File: src/rtl/line_follow_pkg.sv
// Shared direction codes, FSM state codes and small helpers for the line follower
// (main, servo_handler and line_follow_sequencer all import this package).
package line_follow_pkg;

  localparam logic [1:0] DIR_REST    = 2'b00;
  localparam logic [1:0] DIR_LEFT    = 2'b01;
  localparam logic [1:0] DIR_RIGHT   = 2'b11;
  localparam logic [1:0] DIR_FORWARD = 2'b10;

  typedef enum logic [2:0] {
    ST_IDLE   = 3'd0,
    ST_FOLLOW = 3'd1,
    ST_GAP    = 3'd2,
    ST_SEARCH = 3'd3,
    ST_HALT   = 3'd4
  } state_t;

  // Filtered sensor pair {left, right} to steering direction; 00 maps to REST (no line).
  function automatic logic [1:0] desired_dir(input logic [1:0] f);
    logic [1:0] d;
    case (f)
      2'b11:   d = DIR_FORWARD;
      2'b10:   d = DIR_LEFT;
      2'b01:   d = DIR_RIGHT;
      default: d = DIR_REST;
    endcase
    return d;
  endfunction

  function automatic logic [1:0] opposite_turn(input logic [1:0] t);
    return (t == DIR_LEFT) ? DIR_RIGHT : DIR_LEFT;
  endfunction

endpackage

File: src/rtl/sensor_debounce.sv
// One-bit debouncer: the filtered value follows raw only after raw has differed
// from it for DEBOUNCE_CYCLES consecutive cycles.
module sensor_debounce #(
  parameter int DEBOUNCE_CYCLES = 4
) (
  input  logic clk,
  input  logic rst,
  input  logic raw,
  output logic filtered
);

  localparam int CW = $clog2(DEBOUNCE_CYCLES + 1);

  logic [CW-1:0] cnt_q;
  logic          filt_q;

  // The edge that would bring the count to DEBOUNCE_CYCLES commits the new value instead.
  always_ff @(posedge clk or posedge rst) begin
    if (rst) begin
      cnt_q  <= '0;
      filt_q <= 1'b0;
    end else if (raw == filt_q) begin
      cnt_q <= '0;
    end else if (cnt_q == CW'(DEBOUNCE_CYCLES - 1)) begin
      cnt_q  <= '0;
      filt_q <= raw;
    end else begin
      cnt_q <= cnt_q + 1'b1;
    end
  end

  assign filtered = filt_q;

endmodule

File: src/rtl/line_follow_sequencer.sv
// Servo direction sequencer: debounced sensors, minimum direction hold, gap ride-through
// and, with LINE_FOLLOW_SEARCH_EN defined, a bounded search sweep before giving up (HALT).
module line_follow_sequencer
  import line_follow_pkg::*;
#(
  parameter int DEBOUNCE_CYCLES = 4,
  parameter int MIN_HOLD        = 8,
  parameter int LOST_TIMEOUT    = 16,
  parameter int SWEEP_CYCLES    = 10,
  parameter int MAX_SWINGS      = 3
) (
  input  logic       clk,
  input  logic       rst,
  input  logic [1:0] sensor,
  input  logic       enable,
  output logic [1:0] servo_direction,
  output logic       lost,
  output logic [2:0] state_dbg
);

  localparam int HW = $clog2(MIN_HOLD + 1);
  localparam int GW = $clog2(LOST_TIMEOUT + 1);

  logic [1:0] filt;

  sensor_debounce #(.DEBOUNCE_CYCLES(DEBOUNCE_CYCLES)) u_deb_left (
    .clk      (clk),
    .rst      (rst),
    .raw      (sensor[1]),
    .filtered (filt[1])
  );

  sensor_debounce #(.DEBOUNCE_CYCLES(DEBOUNCE_CYCLES)) u_deb_right (
    .clk      (clk),
    .rst      (rst),
    .raw      (sensor[0]),
    .filtered (filt[0])
  );

  state_t        state_q, state_n;
  logic [1:0]    dir_q, dir_n;
  logic          lost_q, lost_n;
  logic [HW-1:0] hold_q, hold_n;
  logic [GW-1:0] gap_q, gap_n;
  logic [1:0]    last_turn_q, last_turn_n;

`ifdef LINE_FOLLOW_SEARCH_EN
  localparam int SW = $clog2(SWEEP_CYCLES + 1);
  localparam int NW = $clog2(MAX_SWINGS + 1);
  logic [SW-1:0] sweep_q, sweep_n;
  logic [NW-1:0] swing_q, swing_n;
`endif

  // Hold rule shared by FOLLOW and GAP->FOLLOW re-entry.
  logic [1:0]    want;
  logic          hold_done;
  logic [HW-1:0] hold_inc;
  logic [1:0]    follow_dir;
  logic [HW-1:0] follow_hold;

  always_comb begin
    want        = desired_dir(filt);
    hold_done   = (hold_q == HW'(MIN_HOLD));
    hold_inc    = hold_done ? hold_q : hold_q + 1'b1;
    follow_dir  = dir_q;
    follow_hold = hold_inc;
    if (want != dir_q && hold_done) begin
      follow_dir  = want;
      follow_hold = '0;
    end
  end

  always_comb begin
    state_n     = state_q;
    dir_n       = dir_q;
    lost_n      = lost_q;
    hold_n      = hold_q;
    gap_n       = gap_q;
    last_turn_n = last_turn_q;
`ifdef LINE_FOLLOW_SEARCH_EN
    sweep_n     = sweep_q;
    swing_n     = swing_q;
`endif

    case (state_q)
      ST_IDLE: begin
        dir_n  = DIR_REST;
        lost_n = 1'b0;
        if (enable) begin
          state_n = ST_FOLLOW;
          hold_n  = HW'(MIN_HOLD);
        end
      end

      ST_FOLLOW: begin
        if (filt == 2'b00) begin
          state_n = ST_GAP;
          gap_n   = '0;
          hold_n  = hold_inc;
        end else begin
          dir_n  = follow_dir;
          hold_n = follow_hold;
          if (follow_dir == DIR_LEFT || follow_dir == DIR_RIGHT) last_turn_n = follow_dir;
        end
      end

      ST_GAP: begin
        if (filt != 2'b00) begin
          state_n = ST_FOLLOW;
          dir_n   = follow_dir;
          hold_n  = follow_hold;
          if (follow_dir == DIR_LEFT || follow_dir == DIR_RIGHT) last_turn_n = follow_dir;
        end else if (gap_q == GW'(LOST_TIMEOUT - 1)) begin
`ifdef LINE_FOLLOW_SEARCH_EN
          state_n = ST_SEARCH;
          dir_n   = opposite_turn(last_turn_q);
          sweep_n = '0;
          swing_n = '0;
`else
          state_n = ST_HALT;
          dir_n   = DIR_REST;
          lost_n  = 1'b1;
`endif
        end else begin
          gap_n = gap_q + 1'b1;
        end
      end

`ifdef LINE_FOLLOW_SEARCH_EN
      ST_SEARCH: begin
        // Reacquisition wins over a swing expiring on the same cycle.
        if (filt != 2'b00) begin
          state_n = ST_FOLLOW;
          hold_n  = HW'(MIN_HOLD);
        end else if (sweep_q == SW'(SWEEP_CYCLES - 1)) begin
          if (swing_q == NW'(MAX_SWINGS - 1)) begin
            state_n = ST_HALT;
            dir_n   = DIR_REST;
            lost_n  = 1'b1;
          end else begin
            swing_n = swing_q + 1'b1;
            sweep_n = '0;
            dir_n   = opposite_turn(dir_q);
          end
        end else begin
          sweep_n = sweep_q + 1'b1;
        end
      end
`endif

      ST_HALT: begin
        dir_n  = DIR_REST;
        lost_n = 1'b1;
      end

      default: begin
        state_n = ST_IDLE;
        dir_n   = DIR_REST;
        lost_n  = 1'b0;
      end
    endcase

    if (!enable) begin
      state_n = ST_IDLE;
      dir_n   = DIR_REST;
      lost_n  = 1'b0;
    end
  end

  always_ff @(posedge clk or posedge rst) begin
    if (rst) begin
      state_q     <= ST_IDLE;
      dir_q       <= DIR_REST;
      lost_q      <= 1'b0;
      hold_q      <= '0;
      gap_q       <= '0;
      last_turn_q <= DIR_LEFT;
`ifdef LINE_FOLLOW_SEARCH_EN
      sweep_q     <= '0;
      swing_q     <= '0;
`endif
    end else begin
      state_q     <= state_n;
      dir_q       <= dir_n;
      lost_q      <= lost_n;
      hold_q      <= hold_n;
      gap_q       <= gap_n;
      last_turn_q <= last_turn_n;
`ifdef LINE_FOLLOW_SEARCH_EN
      sweep_q     <= sweep_n;
      swing_q     <= swing_n;
`endif
    end
  end

  assign servo_direction = dir_q;
  assign lost            = lost_q;
  assign state_dbg       = state_q;

endmodule
File: config.mk
export PLATFORM = sky130hd
export DESIGN_NAME = line_follow_sequencer
export DESIGN_NICKNAME = d
export VERILOG_FILES = /design/src/rtl/line_follow_pkg.sv /design/src/rtl/sensor_debounce.sv /design/src/rtl/line_follow_sequencer.sv
export SDC_FILE = /design/constraint.sdc
export NUM_CORES = 1
export LEC_CHECK = 0
export BUFFER_PORTS_ARGS = -buffer_cell sky130_fd_sc_hd__buf_2
export CAP_MARGIN = 10
export CORE_MARGIN = 4
export CORE_UTILIZATION = 23
export CTS_BUF_LIST = sky130_fd_sc_hd__clkbuf_16
export DETAILED_ROUTE_END_ITERATION = 8
export GPL_TIMING_DRIVEN = 0
export PLACE_DENSITY_LB_ADDON = 0.15
export SLEW_MARGIN = 0
export SYNTH_ARGS = -nofsm -noshare
export SYNTH_HDL_FRONTEND = slang
export SYNTH_SLANG_ARGS = --single-unit
export TNS_END_PERCENT = 100
File: constraint.sdc
create_clock -name clk -period 1.8 [get_ports clk]
set_clock_uncertainty 0.1 [all_clocks]
set_input_delay 0.54 -clock clk [delete_from_list [all_inputs] [get_ports clk]]
set_output_delay 0.54 -clock clk [all_outputs]
set_load 0.01 [all_outputs]
# After elaboration in Yosys (flattened, before gate mapping)

Cells that the tools add are included.

Bits in registers: 23
Latch bits: 0
RAM bits: 0
Memory bits (read-only): 0
Input port bits: 5
Output and inout bits: 6
Word-level logic and storage cells: 83
Memories: 0

$add $sub $neg: 4
$mul: 0
Divide/modulo/power cells: 0
Order comparisons: 0
Equality and inequality tests: 25
Shift-type cells: 0
Mux-type cells: 30
Bitwise gates (word level): 2
Reductions and logical operators: 13

Operator list:

| operator                                       | number |
|---|---|
| 2-to-1 mux 3 bit                               | 8 |
| 2-to-1 mux 4 bit                               | 5 |
| 2-to-1 mux 5 bit                               | 3 |
| != test 2 bit (second input constant)          | 7 |
| != test 3 bit (second input constant)          | 4 |
| case mux 3 bit (4 select lines)                | 1 |
| case mux 4 bit (3 select lines)                | 1 |
| 2-to-1 mux 2 bit                               | 5 |
| case mux 5 bit (2 select lines)                | 1 |
| == test 3 x 2 -> 1 bit (second input constant) | 3 |
| AND reduction 3 bit                            | 3 |
| adder 3 x 1 -> 3 bit (second input constant)   | 2 |
| case mux 2 bit (3 select lines)                | 1 |
| AND reduction 2 bit                            | 3 |
| adder 5 x 1 -> 5 bit (second input constant)   | 1 |
| == test 5 x 4 -> 1 bit (second input constant) | 1 |
| adder 4 x 1 -> 4 bit (second input constant)   | 1 |
| == test 2 bit (second input constant)          | 2 |
| == test 4 bit (second input constant)          | 1 |
| != test 4 bit (second input constant)          | 1 |
| case mux 2 bit (2 select lines)                | 1 |
| AND reduction 4 bit                            | 1 |
| nonzero test 2 bit                             | 2 |
| == test 3 x 1 -> 1 bit (second input constant) | 1 |
| other kinds (11)                               | 15 |

# Logic depth before layout (Yosys ltp)

Gate-level depths: netlist of run 1.

Depth after elaboration: 8
Depth in mapped cells: 7
Gate-level depth less buffers: 7

# Cells and area by module

A second synthesis of run 1 with hierarchy kept.

Cells, all modules: 140
Area total of the unflattened synthesis: 1431.4 um^2

By module, submodules not included:

| module                | times used | cells each | area each (um^2) | sequential area each (um^2) |
|---|---|---|---|---|
| line_follow_sequencer | 1          | 116        | 1091.0           | 375.4 |
| sensor_debounce       | 2          | 12         | 170.2            | 100.1 |

# Least setup slack after synthesis of run 1

No wires, ideal clock.

Kind: reg2reg
Start point: register gap_q[0]
End point: register dir_q[1], in the netlist servo_direction[1]
Library setup time: 110 ps
Data arrival time: 1747 ps
Required time: 1590 ps
Slack: -157 ps
Cell stages (with the launch flop): 8
Buffers on the path: 0
Clock period less this slack: 1957 ps
Cells stage by stage: dfrtp_1 -> ha_1 -> and3_1 -> ha_1 -> or3b_1 -> a21oi_2 -> o2111ai_1 -> o41ai_1

Cells in the longest elaborated chain, start to end: 3

Ends and longest elaborated chain:

| what                          | RTL line                     | text |
|---|---|---|
| from (decl)                   | line_follow_sequencer.sv:44  | `logic [GW-1:0] gap_q, gap_n;` |
| from (signal assigned)        | line_follow_sequencer.sv:187 | `gap_q <= gap_n;` |
| == test 5 x 4 -> 1 bit        | line_follow_sequencer.sv:113 | `end else if (gap_q == GW'(LOST_TIMEOUT - 1)) begin` |
| != test 4 bit (no line)       | n/a                          |  |
| AND reduction 2 bit (no line) | n/a                          |  |
| to (signal assigned)          | line_follow_sequencer.sv:184 | `dir_q <= dir_n;` |
| to (decl)                     | line_follow_sequencer.sv:41  | `logic [1:0] dir_q, dir_n;` |

Every way passes these cells.
A chain may end at the register's enable or synchronous reset.

# Worst setup path in the final report of run 1

Start point: register gap_q[1]
End point: register dir_q[0], in the netlist servo_direction[0]

The elaborated chain is that of the path after synthesis.

==> results of run 1 <==
-- cells by family (layout without fill, tap and decap cells) --
| group | Yosys count | in the layout |
|---|---|---|
| xor+xnor | 5 | 5 |
| mux | 3 | 3 |
| simple gates | 41 | 41 |
| compound gates | 39 | 39 |
| flops | 23 | 23 |
| buf+inv | 12 | 35 |
| fa+ha+maj | 10 | 10 |
-- cells in the mapped netlist (2+ instances only) --
master	n	share of area (%)
nand2b_4	3	3.0
nor3_1	4	1.5
and3_1	2	0.91
nand3b_1	2	1.1
nand3_1	2	0.73
nand2_1	8	2.2
nor3b_1	4	2.2
mux2i_1	2	1.5
o31ai_1	3	1.6
a21oi_1	5	1.8
o21bai_1	2	1.1
a22oi_1	3	1.6
o2111ai_1	2	1.3
nor2b_1	5	2.3
dfrtp_1	23	42
xnor2_1	4	2.5
o21ai_0	12	4.4
nor2_1	3	0.82
ha_1	10	9.1
a211oi_1	2	1.1
inv_1	8	2.2
-- flip-flops by register name (all words and copies together), names as in the netlist --
name / flops
u_deb_right.cnt_q: 3
hold_q: 4
u_deb_right.filtered: 1
lost: 1
state_dbg: 3
u_deb_left.cnt_q: 3
u_deb_left.filtered: 1
servo_direction: 2
gap_q: 5
-- how the worst min path moves through the flow --
stage,slack (ps),startpoint,end,cells after the start
finish,350,u_deb_right.cnt_q[0],u_deb_right.cnt_q[0],1
floorplan,320,u_deb_left.cnt_q[0],u_deb_left.cnt_q[0],1
CTS,350,u_deb_right.cnt_q[0],u_deb_right.cnt_q[0],1
global placement,330,u_deb_left.cnt_q[0],u_deb_left.cnt_q[0],1
global route,370,u_deb_right.cnt_q[0],u_deb_right.cnt_q[0],1
detailed placement,340,u_deb_right.cnt_q[0],u_deb_right.cnt_q[0],1
-- per-stage QoR --
| step | power (mW) | std cells | instance area [um2] | hold WS [ps] | utilization (%) |
|---|---|---|---|---|---|
| after global routing | 2.58 | 228 | 1760 | 372 | 31.0 |
| final | 2.35 | 228 | 1760 | 347 | 31.0 |
| after CTS | 2.35 | 225 | 1700 | 355 | 30.0 |
| after global placement | 1.70 | 215 | 1540 | 329 | 27.1 |
| after floorplan | 1.50 | 133 | 1400 | 319 | - |
| after detailed placement | 1.73 | 215 | 1540 | 345 | 27.1 |
-- routing by layer --
metal  GRT usage [%]  wire [um]  part of all wire [%]  vias up
met5               0          0                     0        -
met4            3.60         38                   1.3        0
met3            2.52         89                   3.0        4
met2            14.3       1420                    48        9
met1            10.7       1420                    48      523
li1                -          -                     -      536
-- repair_timing --
| item | 4_1_cts | 5_1_grt |
|---|---|---|
| endpoints found under the setup margin | 8 | 12 |
| hold buffers | 0 | 0 |
| pin swaps | 7 | 7 |
| resized for setup | 11 | 8 |
| hold endpoints to repair | 0 | 0 |
| buffers inserted | 6 | 3 |
-- where the power goes --
group          switching (mW)  internal [mW]  total [mW]
clock                   0.201          0.302       0.502
sequential             0.0975          0.643       0.741
combinational           0.614          0.494        1.11
total                   0.913           1.44        2.35
-- critical path, delay by kind of cell (launching register included) --
family                     cells  cell delay (ps)
DFF                            1              390
AOI/OAI and AO/OA              3              430
and+or+nand+nor                2              560
adders and majority gates      2              350
-- area by class of cell --
class | instances | area [um2]
fill | 579 | 3920
multi-input combinational | 98 | 833
sequential | 23 | 576
timing repair buffer | 19 | 118
tap | 72 | 90.1
clock buffer | 3 | 75.1
inverter | 8 | 30.0
buffer | 4 | 27.5
clock inverter | 1 | 7.51
==> metrics.md, run 1 <==
| Metric | Value |
|---|---|
| Drt via density | `4.70` |
| Pre-CTS setup slack | `-246 ps` |
| Antenna diodes | `0` |
| Worst min-delay path class | `reg -> reg` |
| Synthesized area | `~1400 um2` |
| DR vias | `between 1,000 and 1,500` |
| Slowest CP cell | `dfrtp_1` |
| CTS Sinks | `23` |
| Initial antenna violation count | `0` |
| Lkg Pwr | `approximately 0.78 nW` |
| Synth Area in Simple Gates | `19.3%` |
| Minimum clock period | `about 1900 ps` |
| DRC errors left | `0` |
| WL/cell | `approximately 13 um` |
| Peak VDD IR | `495 uV` |
| RR Endpoint | `servo_direction[0]` |
| First-pass detailed-route iteration total | `4` |
| CP startpoint | `gap_q[1]` |
| Syn Nets | `between 100 and 150` |
| Clock transition at path regs | `60 ps` |
| Drt total wl | `between 2 and 3 mm` |
| Final setup violation count | `7` |
| Sequential fraction of the synthesis area | `41.7%` |
| Cts bufs inserted | `3` |
| Max clock buf depth | `2` |
| Final GP Congestion | `0.732` |
| Largest family of logic cells by synthesized area | `compound AO/OA/AOI/OAI gates` |
| Final setup TNS | `-458 ps` |
| Gate Count Post-Synth | `between 100 and 150` |
| Commonest cells after routing, fill and taps aside | `23 x dfrtp_1, 11 x buf_2, 10 x buf_4` |
| Worst-margin pin slew | `approximately 920 ps` |
| # rows | `27` |
| Critical Path Source Type | `flip-flop` |
| Share of cells above drive strength 1 | `~30%` |
| Gr usage total | `around 8.7%` |
| Number of flops mapped to enable cells by yosys | `0` |
| Async SR Flop Fraction | `100%` |
| Worst Path Required | `~1900 ps` |
| Clk Latency, worst-skew pair | `260 ps` |
| Final Hold Vio Count | `0` |
| Ys flop type | `dfrtp_1` |
| Xor and xnor area share after synthesis | `3.18%` |
| Critical Path Sink | `servo_direction[0]` |
| Worst Path Arrival | `about 2000 ps` |
| NumNets Final | `172` |
| GR Overflow Total | `0` |
| Relative slew slack | `38.6%` |
| Status | `finished with violations` |
| Adder-Cell Fraction of Synth Area | `about 9.1%` |
| Reg2reg path depth | `7` |
| Port Buf Inserts | `10` |
| Flop-to-flop setup slack | `-140 ps` |
| Synth warn | `0` |
| Largest net degree at the start of global routing | `24` |
| Seq cells post-synth | `23` |
| RR Startpoint | `gap_q[1]` |
| Critical Path Max Stage Delay | `between 300 and 400 ps` |
| CTS tree | `done` |
| Clock Tree Root | `clkbuf_16` |
| Top-level port count | `11` |
| Crit Path Max Fanout | `5` |
| DRT iter0 DRCs | `around 50` |
| Pwr Density | `between 1000 and 1500 nW/um2` |
| Commonest non-fill, non-tap cell in the layout | `dfrtp_1` |
| Tcrit/Tclk final | `108%` |
| Post-synthesis compound-gate area fraction | `20.2%` |
| Mux cell area share after synthesis | `between 2 and 2.5%` |
| Max Slew Vio Count | `0` |
| Max cap viols | `0` |
| Worst Path Class, Setup | `reg -> reg` |
| H-tree depth | `1` |
| Crit end category | `flip-flop` |
| Die Y | `approximately 85 um` |
| CP cell instances | `ha_2 -> and3_4 -> ha_4 -> or3b_4 -> a21oi_4 -> o2111ai_2 -> o31ai_2` |
| Mean Syn Cell Area | `between 10 and 15 um2` |
| Failing checks | `negative setup slack` |
| Width of the die | `85.4 um` |
| Global-route wire length before repair | `between 5 and 6 mm` |
| RSZ-0062 raised after global routing | `true` |
| Final worst slack | `-136 ps` |
| Die ar. | `approximately 7300 um2` |
| Area growth from synthesis to layout | `27.4%` |
| Vias in the first global route | `between 1,000 and 1,500` |
| Core area | `5680 um2` |
| Fmax | `0.516 GHz` |
| Unique masters post-synth | `45` |
| HPWL Detailed | `~2.1 mm` |
| ANT nets after route | `0` |
| Initial core utilization | `between 20 and 25%` |
(Power assumes the default switching activity.)
==> run 2, diff against run 1 <==
--- a/config.mk
+++ b/config.mk
@@ -7,6 +7,8 @@
 export LEC_CHECK = 0
 export BUFFER_PORTS_ARGS = -buffer_cell sky130_fd_sc_hd__buf_2
 export CAP_MARGIN = 10
+export CELL_PAD_IN_SITES_DETAIL_PLACEMENT = 0
+export CELL_PAD_IN_SITES_GLOBAL_PLACEMENT = 2
 export CORE_MARGIN = 4
 export CORE_UTILIZATION = 23
 export CTS_BUF_LIST = sky130_fd_sc_hd__clkbuf_16
==> run 2 against run 1 <==
  * The run still ends with negative setup slack left
  * Utilization up 0.31 points
  * Count of clock-buffer cells in the layout unchanged
  * Die area unchanged
  * Power up 3.7%
  * Setup slack worse by 13 ps
  * Routed wire length up 2.8%
  * Critical path depth unchanged
  * Critical endpoint is now servo_direction[1]
  * Combinational power up 9%
  * Critical path type unchanged
  * Global-route usage up 0.27 points
  * Register-to-register slack about the same
  * Worst hold slack worse by 5.5 ps
==> metrics.md, run 2 (synthesis results as in run 1) <==
| Metric | Value |
|---|---|
| Core area | `5680 um2` |
| Die ar. | `7300 um2` |
| Port Buf Inserts | `10` |
| HPWL Detailed | `about 2.2 mm` |
| Share of cells above drive strength 1 | `30.4%` |
| RR Startpoint | `gap_q[0]` |
| Top flop regs | `gap_q (5), hold_q (4)` |
| Fmax | `0.513 GHz` |
| Die Y | `85.4 um` |
| DRC errors left | `0` |
| Crit end category | `flip-flop` |
| CTS tree | `done` |
| Largest net degree at the start of global routing | `24` |
| Placed instance area | `roughly 1500 um2` |
| Relative slew slack | `38.2%` |
| Clock power share | `approximately 20%` |
| Clock Tree Root | `clkbuf_16` |
| Final setup violation count | `6` |
| Initial antenna violation count | `0` |
| Worst Path Arrival | `1980 ps` |
| Final instance area | `1770 um2` |
| Minimum clock period | `between 1500 and 2000 ps` |
| Worst Path Class, Setup | `reg -> reg` |
| WL/cell | `13.3 um` |
| Cts bufs inserted | `3` |
| Antenna diodes | `0` |
| Top-level port count | `11` |
| Drt total wl | `3.05 mm` |
| Commonest cells after routing, fill and taps aside | `23 x dfrtp_1, 11 x buf_4, 11 x buf_2` |
| Gate power share | `approximately 50%` |
| Pwr Density | `about 1400 nW/um2` |
| Max clock buf depth | `2` |
| Failing checks | `negative setup slack` |
| Worst Path Required | `1830 ps` |
| Final Hold Vio Count | `0` |
| Commonest non-fill, non-tap cell in the layout | `dfrtp_1` |
| DRT iter0 DRCs | `59` |
| Sequential Power Share | `between 30% and 40%` |
| ANT nets after route | `0` |
| Worst min-delay path class | `reg -> reg` |
| Vias in the first global route | `1,088` |
| Internal | `1.50 mW` |
| Peak VDD IR | `roughly 460 uV` |
| First-pass detailed-route iteration total | `4` |
| Max Slew Vio Count | `0` |
| NumNets Final | `approximately 170` |
| Area growth from synthesis to layout | `28.7%` |
| Worst-margin pin slew | `just over 900 ps` |
| GR Overflow Total | `0` |
| Crit Path Max Fanout | `5` |
| Final worst slack | `-149 ps` |
| Initial core utilization | `around a quarter` |
| # rows | `27` |
| Clock transition at path regs | `roughly 60 ps` |
| RSZ-0062 raised after global routing | `true` |
| Max cap viols | `0` |
| Drt via density | `about 4.8` |
| Final GP Congestion | `between 0.6 and 0.7` |
| Tcrit/Tclk final | `108%` |
| Pre-CTS setup slack | `-308 ps` |
| CTS Sinks | `23` |
| H-tree depth | `1` |
| CP startpoint | `gap_q[0]` |
| Largest Register | `gap_q` |
| Worst Hold Launch | `u_deb_right.cnt_q[0]` |
| Clk Latency, worst-skew pair | `about 260 ps` |
| Max reg flops | `5` |
| Width of the die | `85.4 um` |
| Status | `finished with violations` |
| Gr usage total | `9.01%` |
| DR vias | `1,097` |
| Fillers | `606` |
| Psw | `~0.94 mW` |
| Global-route wire length before repair | `between 5 and 6 mm` |
| Sw Ratio | `between 30 and 40%` |
| Lkg Pwr | `between 0.7 and 0.8 nW` |
| Critical Path Source Type | `flip-flop` |
| CTS Hold Buffers Added | `0` |
## run 2: stage by stage
step / TNS [ps] / util (%) / instances / hold WS (ps) / power (mW)
after floorplan: -134 / - / 133 / 319 / 1.50
final: -513 / 31.3 / 230 / 342 / 2.44
after detailed placement: -871 / 27.1 / 215 / 339 / 1.75
after global routing: -1170 / 31.3 / 230 / 358 / 2.64
after global placement: -787 / 27.1 / 215 / 330 / 1.74
after CTS: -585 / 30.1 / 226 / 353 / 2.38
## run 2: path summary, 6_finish.rpt
path | slack, ps | to | cells past startpoint
min in group asynchronous | 370 | u_deb_left.cnt_q[1] | 2
worst min register to register | 340 | u_deb_right.cnt_q[0] | 1
max in group asynchronous | 650 | hold_q[3] | 2
worst max-delay path | -150 | servo_direction[1] | 7
worst max register to register | -150 | servo_direction[1] | 7
worst min-delay path | 340 | u_deb_right.cnt_q[0] | 1
## run 2: power groups by stage
stage	clock network [mW]	registers, mW	logic [mW]
floorplan	0	0.748	0.749
global placement	0	0.753	0.987
detailed placement	0	0.759	0.990
CTS	0.511	0.744	1.13
global route	0.538	0.757	1.35
finish	0.488	0.740	1.21
## run 2: final cells by class
cell class	instances	area, um2	share of cell area, %
sequential	23	576	32.4
buffer	4	27.5	1.55
tap	72	90.1	5.08
multi-input combinational	98	836	47.1
timing repair buffer	21	136	7.69
clock buffer	3	75.1	4.23
inverter	8	30.0	1.69
clock inverter	1	3.75	0.212
## run 2: routing by layer
metal  global-route usage (%)  vias to the layer above  part of all wire, %
met5                        0                        -                    0
met1                     11.7                      530                   48
met2                     14.1                       22                   46
met4                     4.32                        0                  2.0
li1                         -                      540                    -
met3                     2.04                        5                  3.8
## run 2: critical path: stages (launching register included)
cell     delay, ps
dfrtp_1        400
ha_2           200
and3_4         190
ha_4           160
or3b_4         380
a21oi_4        190
buf_4          140
o41ai_2         60
## run 2: repair_timing
| action | in CTS | in global routing |
|---|---|---|
| buffers inserted | 7 | 4 |
| pin swaps | 6 | 8 |
| resized for setup | 13 | 10 |
| setup endpoints to repair | 9 | 13 |
